**src/rtl/pong_pkg.sv**
```systemverilog
// Shared types and helpers for the pong game sequencer.
package pong_pkg;

  typedef enum logic [2:0] {
    IDLE  = 3'd0,
    SERVE = 3'd1,
    PLAY  = 3'd2,
    POINT = 3'd3,
    OVER  = 3'd4
  } game_state_t;

  localparam int SCORE_W = 4;

  // Frame counter must hold the largest frame limit, with one spare bit.
  function automatic int frame_cnt_w(input int a, input int b, input int c);
    int m;
    m = a;
    if (b > m) m = b;
    if (c > m) m = c;
    return $clog2(m) + 1;
  endfunction

endpackage

```
**src/rtl/pong_frame_timer.sv**
```systemverilog
// Shared frame counter: clears on state entry, counts frame ticks, and flags
// the tick that brings the count to the current limit.
module pong_frame_timer #(
  parameter int W = 8
) (
  input  logic         clk,
  input  logic         reset,
  input  logic         clear,
  input  logic         frame_tick,
  input  logic [W-1:0] limit,
  output logic         done
);

  logic [W-1:0] cnt_q, cnt_d;
  logic         cnt_max;

  assign cnt_max = (cnt_q == {W{1'b1}});

  always_comb begin
    cnt_d = cnt_q;
    if (clear)
      cnt_d = '0;
    else if (frame_tick && !cnt_max)
      cnt_d = cnt_q + W'(1);
  end

  always_ff @(posedge clk or posedge reset) begin
    if (reset) cnt_q <= '0;
    else       cnt_q <= cnt_d;
  end

  // Saturated count never fires, so an unused zero limit stays quiet.
  assign done = frame_tick && !cnt_max && ((cnt_q + W'(1)) == limit);

endmodule

```
**src/rtl/pong_game_ctrl.sv**
```systemverilog
// Pong game sequencer: serve/play/point/over flow, scoring and winner.
// Optional auto-restart from OVER is enabled by defining PONG_AUTO_RESTART_EN.
module pong_game_ctrl
  import pong_pkg::*;
#(
  parameter int WIN_SCORE      = 9,
  parameter int SERVE_FRAMES   = 60,
  parameter int POINT_FRAMES   = 90,
  parameter int RESTART_FRAMES = 600
) (
  input  logic               clk,
  input  logic               reset,
  input  logic               start,
  input  logic               frame_tick,
  input  logic               miss_left,
  input  logic               miss_right,
  output logic               ball_hold,
  output logic               ball_run,
  output logic               serve_dir,
  output logic [SCORE_W-1:0] score1,
  output logic [SCORE_W-1:0] score2,
  output logic               game_over,
  output logic               winner,
  output logic [2:0]         state
);

  localparam int FCW = frame_cnt_w(SERVE_FRAMES, POINT_FRAMES, RESTART_FRAMES);
  localparam logic [SCORE_W-1:0] WIN_S = SCORE_W'(WIN_SCORE);

  game_state_t        state_q, state_d;
  logic               start_q, start_d;
  logic               serve_dir_q, serve_dir_d;
  logic [SCORE_W-1:0] score1_q, score1_d;
  logic [SCORE_W-1:0] score2_q, score2_d;
  logic               winner_q, winner_d;
  logic               game_over_q, game_over_d;
  logic               ball_hold_q, ball_hold_d;
  logic               ball_run_q, ball_run_d;

  logic               start_press;
  logic               timer_clear;
  logic               timer_done;
  logic [FCW-1:0]     timer_limit;
  logic [SCORE_W-1:0] score1_inc, score2_inc;

  assign start_press = start && !start_q;
  assign score1_inc  = (score1_q >= WIN_S) ? score1_q : score1_q + SCORE_W'(1);
  assign score2_inc  = (score2_q >= WIN_S) ? score2_q : score2_q + SCORE_W'(1);

  always_comb begin
    timer_limit = '0;
    case (state_q)
      SERVE:   timer_limit = FCW'(SERVE_FRAMES);
      POINT:   timer_limit = FCW'(POINT_FRAMES);
      OVER:    timer_limit = FCW'(RESTART_FRAMES);
      default: timer_limit = '0;
    endcase
  end

  always_comb begin
    state_d     = state_q;
    serve_dir_d = serve_dir_q;
    score1_d    = score1_q;
    score2_d    = score2_q;
    winner_d    = winner_q;
    start_d     = start;

    case (state_q)
      IDLE: begin
        if (start_press) begin
          score1_d = '0;
          score2_d = '0;
          state_d  = SERVE;
        end
      end
      SERVE: begin
        if (timer_done) state_d = PLAY;
      end
      PLAY: begin
        if (miss_left && miss_right) begin
          state_d = SERVE;
        end else if (miss_left) begin
          score2_d    = score2_inc;
          serve_dir_d = 1'b0;
          if (score2_inc == WIN_S) begin
            state_d  = OVER;
            winner_d = 1'b1;
          end else begin
            state_d = POINT;
          end
        end else if (miss_right) begin
          score1_d    = score1_inc;
          serve_dir_d = 1'b1;
          if (score1_inc == WIN_S) begin
            state_d  = OVER;
            winner_d = 1'b0;
          end else begin
            state_d = POINT;
          end
        end
      end
      POINT: begin
        if (timer_done) state_d = SERVE;
      end
      OVER: begin
        if (start_press) begin
          score1_d    = '0;
          score2_d    = '0;
          serve_dir_d = 1'b1;
          state_d     = SERVE;
        end
`ifdef PONG_AUTO_RESTART_EN
        else if (timer_done) begin
          score1_d = '0;
          score2_d = '0;
          state_d  = IDLE;
        end
`endif
      end
      default: state_d = IDLE;
    endcase

    ball_run_d  = (state_d == PLAY);
    ball_hold_d = (state_d != PLAY);
    game_over_d = (state_d == OVER);
  end

  // Any state change restarts frame timing, dropping a coincident tick.
  assign timer_clear = (state_d != state_q);

  pong_frame_timer #(
    .W(FCW)
  ) u_frame_timer (
    .clk        (clk),
    .reset      (reset),
    .clear      (timer_clear),
    .frame_tick (frame_tick),
    .limit      (timer_limit),
    .done       (timer_done)
  );

  always_ff @(posedge clk or posedge reset) begin
    if (reset) begin
      state_q     <= IDLE;
      start_q     <= 1'b1;
      serve_dir_q <= 1'b1;
      score1_q    <= '0;
      score2_q    <= '0;
      winner_q    <= 1'b0;
      game_over_q <= 1'b0;
      ball_hold_q <= 1'b1;
      ball_run_q  <= 1'b0;
    end else begin
      state_q     <= state_d;
      start_q     <= start_d;
      serve_dir_q <= serve_dir_d;
      score1_q    <= score1_d;
      score2_q    <= score2_d;
      winner_q    <= winner_d;
      game_over_q <= game_over_d;
      ball_hold_q <= ball_hold_d;
      ball_run_q  <= ball_run_d;
    end
  end

  assign ball_hold = ball_hold_q;
  assign ball_run  = ball_run_q;
  assign serve_dir = serve_dir_q;
  assign score1    = score1_q;
  assign score2    = score2_q;
  assign game_over = game_over_q;
  assign winner    = winner_q;
  assign state     = state_q;

endmodule

```
**config.mk**
```make
export PLATFORM = sky130hd
export DESIGN_NAME = pong_game_ctrl
export DESIGN_NICKNAME = d
export VERILOG_FILES = /design/src/rtl/pong_pkg.sv /design/src/rtl/pong_frame_timer.sv /design/src/rtl/pong_game_ctrl.sv
export SDC_FILE = /design/constraint.sdc
export NUM_CORES = 1
export LEC_CHECK = 0
export CORE_MARGIN = 3
export CORE_UTILIZATION = 56
export CTS_CLUSTER_DIAMETER = 100
export CTS_CLUSTER_SIZE = 24
export DETAILED_ROUTE_END_ITERATION = 7
export PLACE_DENSITY = 0.77
export SLEW_MARGIN = 20
export SYNTH_ARGS = -nofsm -noshare
export SYNTH_HDL_FRONTEND = slang
export SYNTH_HIERARCHICAL = 1
export SYNTH_SLANG_ARGS = --single-unit
export TNS_END_PERCENT = 10
```
**constraint.sdc**
```tcl
create_clock -name clk -period 3.4 [get_ports clk]
set_input_delay 0.51 -clock clk [delete_from_list [all_inputs] [get_ports clk]]
set_output_delay 0.51 -clock clk [all_outputs]
set_load 0.005 [all_outputs]
```
==> metrics <==
Avg Inst Size Synth=between 8 and 9 sq um; Die Y-Extent=between 60 and 70 um; row cnt=21; DRT Pass-1 Iters=6; crit path DAT=~3400 ps; Startpoint Class=flip-flop; clk_lat worst skew=340 ps; Simple-Gate Fraction of Synth Area=between 20% and 30%; synth warn=6; Via Count=1678; Layout area overhead=15.73%; port bufs=21; DRT iter0 DRCs=between 100 and 150; H-tree Lvls=1; Worst EP required=between 3000 and 4000 ps; total wire length=4042 um; initial antenna violation count=0; hold buffers post-CTS=0; CTS tree=done; wire length per cell=around 13 um; CP max FO=11; Worst-path clk slew=160 ps; first-pass GRT wire length=7113 um; CTS max path bufs=2; peak supply drop=about 0.26 mV; TNS Setup=0 ps; crit end category=flip-flop; non-filler cells, final=just over 300; fraction of layout cells with a size suffix above 1=between 10% and 20%; share of synthesized registers carrying an async set or reset=100.0%; number of synthesized register bits=28; synthesized instance count=~230; Sink Count=28; largest net degree at the start of global routing=18; mux cell area share after synthesis=1.542%; Final #Nets=between 200 and 300; Post-synth EDFFs=0; worst-margin pin slew=around 970 ps; RSZ-0062 raised after global routing=false; Area after DPL=2311 sq um; Final Hold Vio Count=0; CORE AREA=approximately 3400 sq um; # setup viols final=0; Detailed Place HPWL=2988 um; Power Density=~380 nW/um^2; Final GP Congestion=approximately 0.82; Adder-Cell Fraction of Synth Area=~4.3%; Slew headroom=about a third; Leakage=approximately 1 nW; status=completed; antenna cells=0; final worst-path cycle share=between 90% and 100%; Initial Util=between 50% and 60%; global route overflow=0; Die Wd=around 66 um; ANT nets after route=0; Cell Area, Synth=approximately 2000 sq um; IO Count=22; design area=2347 sq um; vias per std cell=~5.6; Max-Cap Viols=0; Tot GR Track Use=approximately a fifth; Setup CP Type=reg -> reg; Synth Flop Type=dfrtp_1; max-slew violations=0; clock skew=between 15 and 20 ps; fmax=between 300 and 400 MHz; total CTS buffers=3; sequential share of the synthesized area=a little over a third; DRC viols=0; Synth cell types=roughly 60; worst hold path class=in -> async; Root Driver=clkbuf_4; Compound-Gate Fraction of Synth Area=19.19%; cts repair resizes=0; Placed Instances=298; Tmin final=just over 3000 ps; xor/xnor cell area share of the yosys netlist=around 11%; main combinational cell family by area after synthesis=simple AND/OR/NAND/NOR gates; Setup Fix Bufs, Post-CTS=0; number of global-route vias before repair=between 1500 and 2000; Die Area=around 4400 sq um
==> report_power, final <==
group          internal [mW]  switching, mW  total, mW
registers              0.375         0.0635      0.438
clock network         0.0657          0.101      0.166
logic                  0.143          0.141      0.285
total                  0.584          0.306      0.890
==> path summary, 6_finish.rpt <==
path	from	slack (ps)	endpoint	cells past startpoint
min reg2reg	serve_dir	570	serve_dir	2
min in group clk	serve_dir	570	serve_dir	2
max reg2reg	score1[0]	290	u_frame_timer/cnt_q[5]	10
min	reset	480	u_frame_timer/cnt_q[7]	2
max in group asynchronous	reset	2390	state[0]	2
max	score1[0]	290	u_frame_timer/cnt_q[5]	10
==> registers in the layout, summed over array words and instances (netlist names) <==
| signal | cells |
|---|---|
| ball_hold | 1 |
| ball_run | 1 |
| game_over | 1 |
| score1 | 4 |
| score2 | 4 |
| serve_dir | 1 |
| start_q | 1 |
| state | 3 |
| u_frame_timer/cnt_q | 11 |
| winner | 1 |
==> critical path, cell delays in order, from the launching register on <==
cell and delay, ps:
dfrtp_1 510, inv_1 120, ha_1 160, or3b_4 390, a211oi_1 250, o211a_1 240, a31oi_2 60, a211o_2 360
o22ai_2 140, o2111ai_1 480, a21oi_1 290
==> kinds of logic after synthesis <==
group | after synthesis
xor+xnor | 26
simple gates | 92
other cells | 1
buf+inv | 17
compound gates | 52
flops | 28
fa+ha+maj | 7
mux | 3
==> cells in the final DEF (no fill, tap or decap), types with 3 or more instances in the layout <==
cell,count
dfrtp_1,25
clkbuf_4,3
nand2b_1,4
nand2_1,24
o31ai_1,3
nor2_1,26
o21ai_0,6
a21oi_1,11
xor2_1,11
a31oi_1,4
buf_4,5
nand3_1,5
inv_1,9
clkdlybuf4s50_1,21
o22ai_1,4
nand4_1,4
a211oi_1,3
nor3_1,3
xnor2_1,15
dfstp_2,3
conb_1,8
ha_1,7
or3_1,4
==> layer usage <==
layer  vias to the layer above  share of wire, %  GRT usage (%)
met5                         -                 0              0
met4                         0               1.6          8.376
met3                         4               4.6          2.041
met2                        48                43          31.23
met1                       768                51          30.86
li1                        858                 -              -
==> final cells by class <==
type | count | area [sq um]
multi-input combinational | 188 | 1264
sequential | 28 | 704.4
inverter | 10 | 37.54
timing repair buffer | 26 | 247.7
clock buffer | 4 | 36.28
fill | 291 | 1069
tap | 46 | 57.56
==> through the flow <==
stage	worst slack, ps	hold slack (ps)	power, mW	util [%]
6_report	292.3	476.3	0.8897	68.72
5_1_grt	127.4	495.7	0.9593	68.72
4_1_cts	331.5	480.0	0.8986	68.72
3_5_place_dp	384.5	539.1	0.7287	67.66
3_3_place_gp	454.5	523.4	0.7231	67.66
2_1_floorplan	542.5	362.4	0.6639	-
==> synthesized netlist by cell type, drive strengths merged (2+ instances only) <==
| cell | number | share of area [%] |
|---|---|---|
| nor2 | 27 | 5.1 |
| nand2 | 26 | 5.1 |
| dfrtp | 25 | 31 |
| xnor2 | 15 | 6.5 |
| a21oi | 11 | 2.7 |
| xor2 | 11 | 4.8 |
| inv | 10 | 1.9 |
| o21ai | 8 | 2.0 |
| ha | 7 | 4.3 |
| nand3 | 7 | 2.2 |
| o22ai | 6 | 2.5 |
| a31oi | 5 | 1.9 |
| nand2b | 5 | 1.9 |
| clkbuf | 4 | 0.74 |
| nand4 | 4 | 1.2 |
| nor3 | 4 | 1.5 |
| or3 | 4 | 1.2 |
| a211o | 3 | 1.4 |
| a211oi | 3 | 1.1 |
| and2 | 3 | 1.0 |
| buf | 3 | 1.7 |
| dfstp | 3 | 3.9 |
| o31ai | 3 | 1.1 |
| and3 | 2 | 0.62 |
| and3b | 2 | 0.86 |
| mux2i | 2 | 0.99 |
| or2b | 2 | 0.93 |
| or3b | 2 | 1.1 |
No activity file was read; power rests on OpenSTA's default activity.
